==> src/rtl/mem_arb_pkg.sv <==
// Shared definitions for the I/D main-memory arbiter: FSM state encoding,
// default widths and the mem_we values for write-back and read accesses.
package mem_arb_pkg;

  localparam int ADDR_W_DEF  = 14;  // 16-bit word address, 4 words per line
  localparam int LINE_W_DEF  = 64;  // 4 x 16-bit words
  localparam int MEM_LAT_DEF = 4;   // legal range 1..15
  localparam int CNT_W       = 4;   // wide enough for MEM_LAT-1 up to 14

  // mem_we encodings
  localparam logic WB   = 1'b1;
  localparam logic READ = 1'b0;

  typedef enum logic [2:0] {
    IDLE   = 3'd0,
    D_WB   = 3'd1,
    D_FILL = 3'd2,
    I_FILL = 3'd3,
    DONE   = 3'd4
  } state_t;

  // True in the states that drive a memory access
  function automatic logic is_access(input state_t s);
    return (s == D_WB) || (s == D_FILL) || (s == I_FILL);
  endfunction

endpackage

==> src/rtl/mem_lat_cnt.sv <==
// Loadable down-counter that times one fixed-latency memory access.
// load has priority over dec; the counter never wraps below zero.
module mem_lat_cnt
  import mem_arb_pkg::*;
#(
  parameter int W = CNT_W
) (
  input  logic         clk,
  input  logic         rst,
  input  logic         load,
  input  logic         dec,
  input  logic [W-1:0] load_val,
  output logic         zero
);

  logic [W-1:0] count;

  // Count register: reload at the start of each access, step down otherwise
  always_ff @(posedge clk or posedge rst) begin
    if (rst) begin
      count <= '0;
    end else if (load) begin
      count <= load_val;
    end else if (dec && (count != '0)) begin
      count <= count - 1'b1;
    end
  end

  assign zero = (count == '0);

endmodule

==> src/rtl/mem_arbiter.sv <==
// Arbiter sharing one main-memory port between the I-cache fill path and the
// D-cache miss path (optional dirty write-back followed by a fill).
// Requests are sampled only in IDLE; contention is resolved round-robin.
module mem_arbiter
  import mem_arb_pkg::*;
#(
  parameter int ADDR_W  = ADDR_W_DEF,
  parameter int LINE_W  = LINE_W_DEF,
  parameter int MEM_LAT = MEM_LAT_DEF
) (
  input  logic              clk,
  input  logic              rst,
  // instruction side
  input  logic              i_req,
  input  logic [ADDR_W-1:0] i_addr,
  output logic              i_rdy,
  output logic [LINE_W-1:0] i_line,
  // data side
  input  logic              d_req,
  input  logic              d_dirty,
  input  logic [ADDR_W-1:0] d_addr,
  input  logic [ADDR_W-1:0] d_wb_addr,
  input  logic [LINE_W-1:0] d_wb_line,
  output logic              d_rdy,
  output logic [LINE_W-1:0] d_line,
  // memory port
  output logic              mem_en,
  output logic              mem_we,
  output logic [ADDR_W-1:0] mem_addr,
  output logic [LINE_W-1:0] mem_wdata,
  input  logic [LINE_W-1:0] mem_rdata
);

  // Counter reload value: an access lasts cnt+1 = MEM_LAT cycles
  localparam logic [CNT_W-1:0] LAT_LOAD = CNT_W'(MEM_LAT - 1);

  state_t state;
  logic   last_d;     // 1 = most recent grant went to the D side
  logic   grant_any;
  logic   grant_d;
  logic   cnt_load;
  logic   cnt_dec;
  logic   cnt_zero;

  // Grant decision and latency-counter control
  always_comb begin
    grant_any = i_req | d_req;
    // D wins when alone, or when both request and I was served last
    grant_d   = d_req & (~i_req | ~last_d);
    // Reload on every entry into an access state, including WB -> FILL
    cnt_load  = ((state == IDLE) && grant_any) || ((state == D_WB) && cnt_zero);
    cnt_dec   = is_access(state) && !cnt_load;
  end

  mem_lat_cnt #(
    .W(CNT_W)
  ) u_lat_cnt (
    .clk      (clk),
    .rst      (rst),
    .load     (cnt_load),
    .dec      (cnt_dec),
    .load_val (LAT_LOAD),
    .zero     (cnt_zero)
  );

  // Main FSM with registered strobes and line capture registers
  always_ff @(posedge clk or posedge rst) begin
    if (rst) begin
      state  <= IDLE;
      last_d <= 1'b0;
      mem_en <= 1'b0;
      mem_we <= READ;
      i_rdy  <= 1'b0;
      d_rdy  <= 1'b0;
      i_line <= '0;
      d_line <= '0;
    end else begin
      // rdy strobes are single-cycle pulses
      i_rdy <= 1'b0;
      d_rdy <= 1'b0;
      case (state)
        IDLE: begin
          if (grant_any) begin
            mem_en <= 1'b1;
            last_d <= grant_d;
            if (grant_d) begin
              if (d_dirty) begin
                state  <= D_WB;
                mem_we <= WB;
              end else begin
                state  <= D_FILL;
                mem_we <= READ;
              end
            end else begin
              state  <= I_FILL;
              mem_we <= READ;
            end
          end
        end
        D_WB: begin
          // write-back flows straight into the fill with no idle gap
          if (cnt_zero) begin
            state  <= D_FILL;
            mem_we <= READ;
          end
        end
        D_FILL: begin
          if (cnt_zero) begin
            d_line <= mem_rdata;
            d_rdy  <= 1'b1;
            mem_en <= 1'b0;
            state  <= DONE;
          end
        end
        I_FILL: begin
          if (cnt_zero) begin
            i_line <= mem_rdata;
            i_rdy  <= 1'b1;
            mem_en <= 1'b0;
            state  <= DONE;
          end
        end
        DONE: begin
          // requester drops req on this edge; nothing is sampled here
          state <= IDLE;
        end
        default: begin
          state  <= IDLE;
          mem_en <= 1'b0;
          mem_we <= READ;
        end
      endcase
    end
  end

  // Memory address/data follow the live requester inputs for the current state
  always_comb begin
    mem_addr  = '0;
    mem_wdata = '0;
    case (state)
      D_WB: begin
        mem_addr  = d_wb_addr;
        mem_wdata = d_wb_line;
      end
      D_FILL:  mem_addr = d_addr;
      I_FILL:  mem_addr = i_addr;
      default: begin
        mem_addr  = '0;
        mem_wdata = '0;
      end
    endcase
  end

endmodule
==> config.mk <==
export PLATFORM = sky130hd
export DESIGN_NAME = mem_arbiter
export DESIGN_NICKNAME = d
export VERILOG_FILES = /design/src/rtl/mem_arb_pkg.sv /design/src/rtl/mem_lat_cnt.sv /design/src/rtl/mem_arbiter.sv
export SDC_FILE = /design/constraint.sdc
export NUM_CORES = 1
export LEC_CHECK = 0
export CELL_PAD_IN_SITES_DETAIL_PLACEMENT = 0
export CELL_PAD_IN_SITES_GLOBAL_PLACEMENT = 2
export CORE_MARGIN = 3
export CORE_UTILIZATION = 23
export CTS_CLUSTER_DIAMETER = 150
export DETAILED_ROUTE_END_ITERATION = 6
export GPL_ROUTABILITY_DRIVEN = 0
export PLACE_DENSITY_LB_ADDON = 0.1
export SLEW_MARGIN = 20
export SYNTH_ARGS = -nofsm -noshare
export SYNTH_HDL_FRONTEND = slang
export SYNTH_SLANG_ARGS = --single-unit
==> constraint.sdc <==
create_clock -name clk -period 6.29 [get_ports clk]
set_clock_uncertainty 0.15 [all_clocks]
set_input_delay 1.258 -clock clk [delete_from_list [all_inputs] [get_ports clk]]
set_output_delay 1.258 -clock clk [all_outputs]
set_load 0.02 [all_outputs]
==> results.cfg <==
[floorplanning]
io_pins = 385
dieArea_sq_mm = 0.0297
die_h_um = 172
die_w_um = 172
core_area_sq_mm = 0.0271
rows = 60
start_util_pct = 23.5

[critical_path]
cp_common_cell = nor2_1
reg2reg_depth = 5
crit_end = mem_addr[3]
cp_top_family = simple AND/OR/NAND/NOR gates
crit_chain = inv_1 > nor2_1 > a22oi_1 > nor2_1 > clkdlybuf4s50_1
crit_arrival_ps = 3280
cp_num_buf_inv = 2
cp_max_fo = 22
slowest_delay_ps = 900
timing_worst_setup_path_type = reg2out
required_ps = 4880
start_kind = flip-flop
cp-end-kind = primary output
startpoint = state[1]
reg2reg_slack_ps = 3210
timing.rr.end = i_line[56]
cp.depth = 5
critPathSlowestCell = dfrtp_1
reg2reg_from = state[2]

[sta]
fin_hold_ws_ps = 331
fin_crit_ps = 4680
relSlewSlack_pct = 36.7
setup_tns_ps = 0
max_freq_mhz = 214
finalHoldViolCount = 0
worst_pin_slew_ps = 946
setup_violations = 0
period_share_pct = 74.5
rsz0062_at_grt = no
slew_violations = 0

[detailed_routing]
finalWirelength_um = 22000
drtPass1Iterations = 4
drtAntennaViolNets = 0
dr.first_iter.drc_count = 163
routedWlPerCell_um = 18.0
dr_total_vias = 5071
viasPerCell = 4.16
drc = 0

[clock_network]
cts_sinks = 140
cts_setup_buffers = 0
cts_buffer_depth = 2
root_buffer = clkbuf_16
tritoncts = done
cts_buffers = 17
post_cts_resized = 0
holdBufCountCts = 0
cts_max_level = 4
cts.clk_slew.worst_paths_ps = 60
clock_latency_ps = 420

[synth]
synth_cell_types = 36
netlist_area_sq_mm = 0.00637
ys.flop_type = dfrtp_1
ys_seq_elements = 140
synth_edf_count = 0
syn_area_per_cell_sq_um = 14.0
yosysMostFrequentCell = dfrtp_1
synth_top_cell_area_share_pct = 55.0
ys_top_cells_by_area = dfrtp_1 55%, mux2_4 12%, mux2_1 8.7%, mux2_2 7.8%, and2_1 6.3%
synth_nets = 632
ys_seq_area_share_pct = 55.0
synth_common_cells = 140 x dfrtp_1, 64 x and2_1, 49 x mux2_1, 49 x mux2_4, 44 x mux2_2
syn_inst = 456
yosysWarningCount = 0
async_flop_share_pct = 100
synth_top_cell_by_area = dfrtp_1

[finish]
drive_above_1_share_pct = 15.9
area.sequential_sq_mm = 0.00350
finalNetCount = 1011
fin_util_pct = 41.1
area_growth_pct = 74.8
finalNonFillerCells = 1220
fill_cells = 2627
multi_input_area_sq_mm = 0.00265

[power]
leakagePower_nw = 4.69
cellPowerDensity_mw_per_mm2 = 519
ir_drop_uv = 186
power_w = 0.00578

[global_routing]
grt_overflow = 0
grt_use_total_pct = 14.3
grt_use_met1_pct = 15.7
grt_use_met3_pct = 4.82
grt_pass1_wl_um = 32200
met2_usage_pct = 25.8
grt_busiest_layer = met2
grt_max_degree = 92
first_global_vias = 5546
antenna_found_initial = 2

[placement]
dp_cells = 1188
io_buffers = 384
dp.final_hpwl_um = 16800

[min_path]
holdCritPathClass = reg2reg

[run]
maxCapViolCount = 0

[outcome]
run_status = finished clean
where the power goes:
part           total, W  internal [W]  switching (W)
clock           0.00105      0.000632       0.000414
sequential      0.00167       0.00136       0.000304
combinational   0.00307       0.00164        0.00142
worst min path at each step:
stage | start | end | slack [ps] | cells after the start
after floorplan | u_lat_cnt.count[1] | u_lat_cnt.count[1] | 330 | 1
after global placement | d_line[19] | d_line[19] | 320 | 1
after detailed placement | d_line[8] | d_line[8] | 320 | 1
after CTS | d_line[8] | d_line[8] | 340 | 1
after global routing | d_line[6] | d_line[6] | 350 | 1
final | d_line[6] | d_line[6] | 330 | 1
metrics by stage:
step | setup slack (ps) | instance area [sq um]
2_1_floorplan | 1130 | 6370
3_3_place_gp | 2080 | 10500
3_5_place_dp | 2090 | 10500
4_1_cts | 1550 | 11100
5_1_grt | 1360 | 11100
6_report | 1610 | 11100
worst reg2reg max path, delay by kind of cell, from the launching register on:
kind          cells  cell delay [ps]
buf+inv           1              640
flops             1              890
mux               1              420
simple gates      3              870
final cells by class:
type                            instances  share of cell area (%)
Clock buffer                           17                    3.82
Timing Repair Buffer                  388                    34.8
Sequential cell                       140                    31.4
Clock inverter                         14                    1.64
Tap cell                              372                    4.18
Multi-Input combinational cell        279                    23.8
Inverter                                9                   0.348
Antenna cell                            1                  0.0225
registers in the layout, summed over array words and instances (netlist names):
register and flops:
mem_we 1, i_line 64, d_rdy 1, mem_en 1
i_rdy 1, d_line 64, u_lat_cnt.count 4, state 3
last_d 1
placed cells by master (no fill, tap or decap), types with 2 or more instances in the layout:
cell type,instances
bufinv_16,3
inv_1,8
a22oi_1,15
xnor2_1,2
nand2_1,5
nor2b_1,2
mux2_2,44
o21ai_0,2
clkbuf_16,17
clkinvlp_4,2
buf_4,4
or3_1,3
a21oi_1,4
nor2_1,20
clkdlybuf4s50_1,384
a211o_1,3
mux2_1,49
dfrtp_1,140
mux2_4,49
and2_1,64
inv_6,7
metal layers:
layer	vias up	wire length, um
met5	-	13
met4	2	358
met3	25	1760
met2	222	11600
met1	2489	8290
li1	2333	-
logic make-up (layout without fill, tap and decap cells):
family,after synthesis,after routing,share of synthesized area (%)
simple gates,104,104,9.46
xor+xnor,2,2,0.275
other cells,0,1,0
buf+inv,37,428,3.69
mux,142,142,28.0
flops,140,140,55.0
compound gates,30,30,3.42
fa+ha+maj,1,1,0.196
Note: power is estimated with default switching activity, not from simulation.
==> RTL change (config.mk and constraints unchanged) <==
The 5 states of `state_t` get a one-hot encoding in 5 bits.
--- a/src/rtl/mem_arb_pkg.sv
+++ b/src/rtl/mem_arb_pkg.sv
@@ -11,12 +11,12 @@
   localparam logic WB   = 1'b1;
   localparam logic READ = 1'b0;
 
-  typedef enum logic [2:0] {
-    IDLE   = 3'd0,
-    D_WB   = 3'd1,
-    D_FILL = 3'd2,
-    I_FILL = 3'd3,
-    DONE   = 3'd4
+  typedef enum logic [4:0] {
+    IDLE   = 5'b00001,
+    D_WB   = 5'b00010,
+    D_FILL = 5'b00100,
+    I_FILL = 5'b01000,
+    DONE   = 5'b10000
   } state_t;
 
   // True in the states that drive a memory access
Check against the original RTL: same outputs for any inputs over 10 cycles, from zero or initial values and one cycle with rst high; not proved beyond that.
==> RTL change against the unedited design <==
Final cell count up 2.5%; sequential cell count up 2; hold slack better by 9.2 ps; cell area is 1.1% higher; largest cell class unchanged; sequential share of layout area up 0.12 points; first-iteration DRC count down 3.1%; setup slack better by 74 ps; non-clock buffer count unchanged; power decreased by 22%; routed wire length rose by 3.3%; area after synthesis increased by 2.4%; die area up 2.4%.
==> RTL change: results (changes against the unedited design) <==
diodes: 0  # -1
slowest_stage: "nor3b_4"
finalCritPeriodShare_pct: 73.3  # -1.2 points
fin_hold_ws_ps: 340  # +9.18 ps
viasPerCell: 4.31  # +3.6%
pg_comb_mw: 2.07  # -33%
synth_xor_area_share_pct: 0.268  # -0.0065 points
placed_area_um2: 10700  # +1.3%
crit_end: "mem_addr[5]"
fillerInstances: 2640  # +0.49%
drive_gt1_share_pct: 18.8  # +2.9 points
power_frac_seq_pct: 31.7  # +2.9 points
dp_hpwl_mm: 16.9  # +0.30%
grt_pass1_vias: 5741  # +3.5%
grt_pass1_wl_mm: 34.9  # +8.5%
synth_seq_area_share_pct: 54.5  # -0.52 points
peakVddDrop_v: 0.000163  # -12%
r2r_end: "i_line[1]"
synthMuxAreaShare_pct: 25.6  # -2.4 points
wl_mm: 22.7  # +3.3%
synthAdderAreaFrac_pct: 0.192  # -0.0047 points
critPathMaxStageDelay_ps: 750  # -150 ps
synthTopCellsByCount: "dfrtp_1 (141), mux2_2 (68), and3_1 (66), mux2_4 (49), nand2_1 (35)"
rrSetupSlack_ps: 2950  # -260 ps
drtIter0Drc: 158  # -3.1%
use_met2_pct: 26.0  # +0.21 points
drt-wirelength-per-cell_um: 18.2  # +0.81%
synth_fp_nets: 664  # +5.1%
m1WireLength_mm: 9.20  # +11%
place_inst: 1218  # +2.5%
synthTopCellsByArea: "dfrtp_1 (54%), mux2_2 (12%), mux2_4 (11%)"
status: "complete, no violations"
top_regs: "d_line (64), i_line (64), state (5)"
p_leak_nw: 4.98  # +6.1%
synth.distinct_cells: 44  # +22%
final_net_count: 1035  # +2.4%
place_ws_ps: 2070  # -17.7 ps
grt_max_degree: 105  # +14%
route.met2.wl_mm: 11.9  # +2.8%
netlist_instances: 488  # +7.0%
worstHoldStart: "d_line[16]"
netSwitchingPower_mw: 1.63  # -24%
multi_input_area_um2: 2740  # +3.3%
tightestPinTransition_ps: 1000  # +57.4 ps
routed.top_layer: "met4"
r2r_start: "state[4]"
crit_arrival_ps: 3200  # -80 ps
use_met1_pct: 17.8  # +2.1 points
RTL change: cell count changes in the layout (fill, tap and decap cells not counted), moves of 3 or more:
| cell | before | now |
|---|---|---|
| nand2_1 | 5 | 33 |
| o21ai_0 | 2 | 8 |
| a211o_1 | 3 | 0 |
| a21boi_0 | 0 | 3 |
| mux2_1 | 49 | 13 |
| and3_1 | 0 | 66 |
| mux2_2 | 44 | 68 |
| inv_6 | 7 | 4 |
| nor2_1 | 20 | 4 |
| and2_1 | 64 | 1 |
RTL change: final cells by class:
| type | instances | area share, % |
|---|---|---|
| clock buffers | 18 | 3.90 |
| inverters | 8 | 0.311 |
| well taps | 378 | 4.20 |
| multi-input cells | 302 | 24.3 |
| repair buffers | 388 | 34.4 |
| flip-flops and latches | 142 | 31.6 |
| clock inverters | 14 | 1.34 |
RTL change: critical path: cells and delay by family (launching register included):
kind | cells | cell delay [ps]
buf+inv | 1 | 630
compound gates | 1 | 340
flops | 1 | 490
simple gates | 3 | 1320
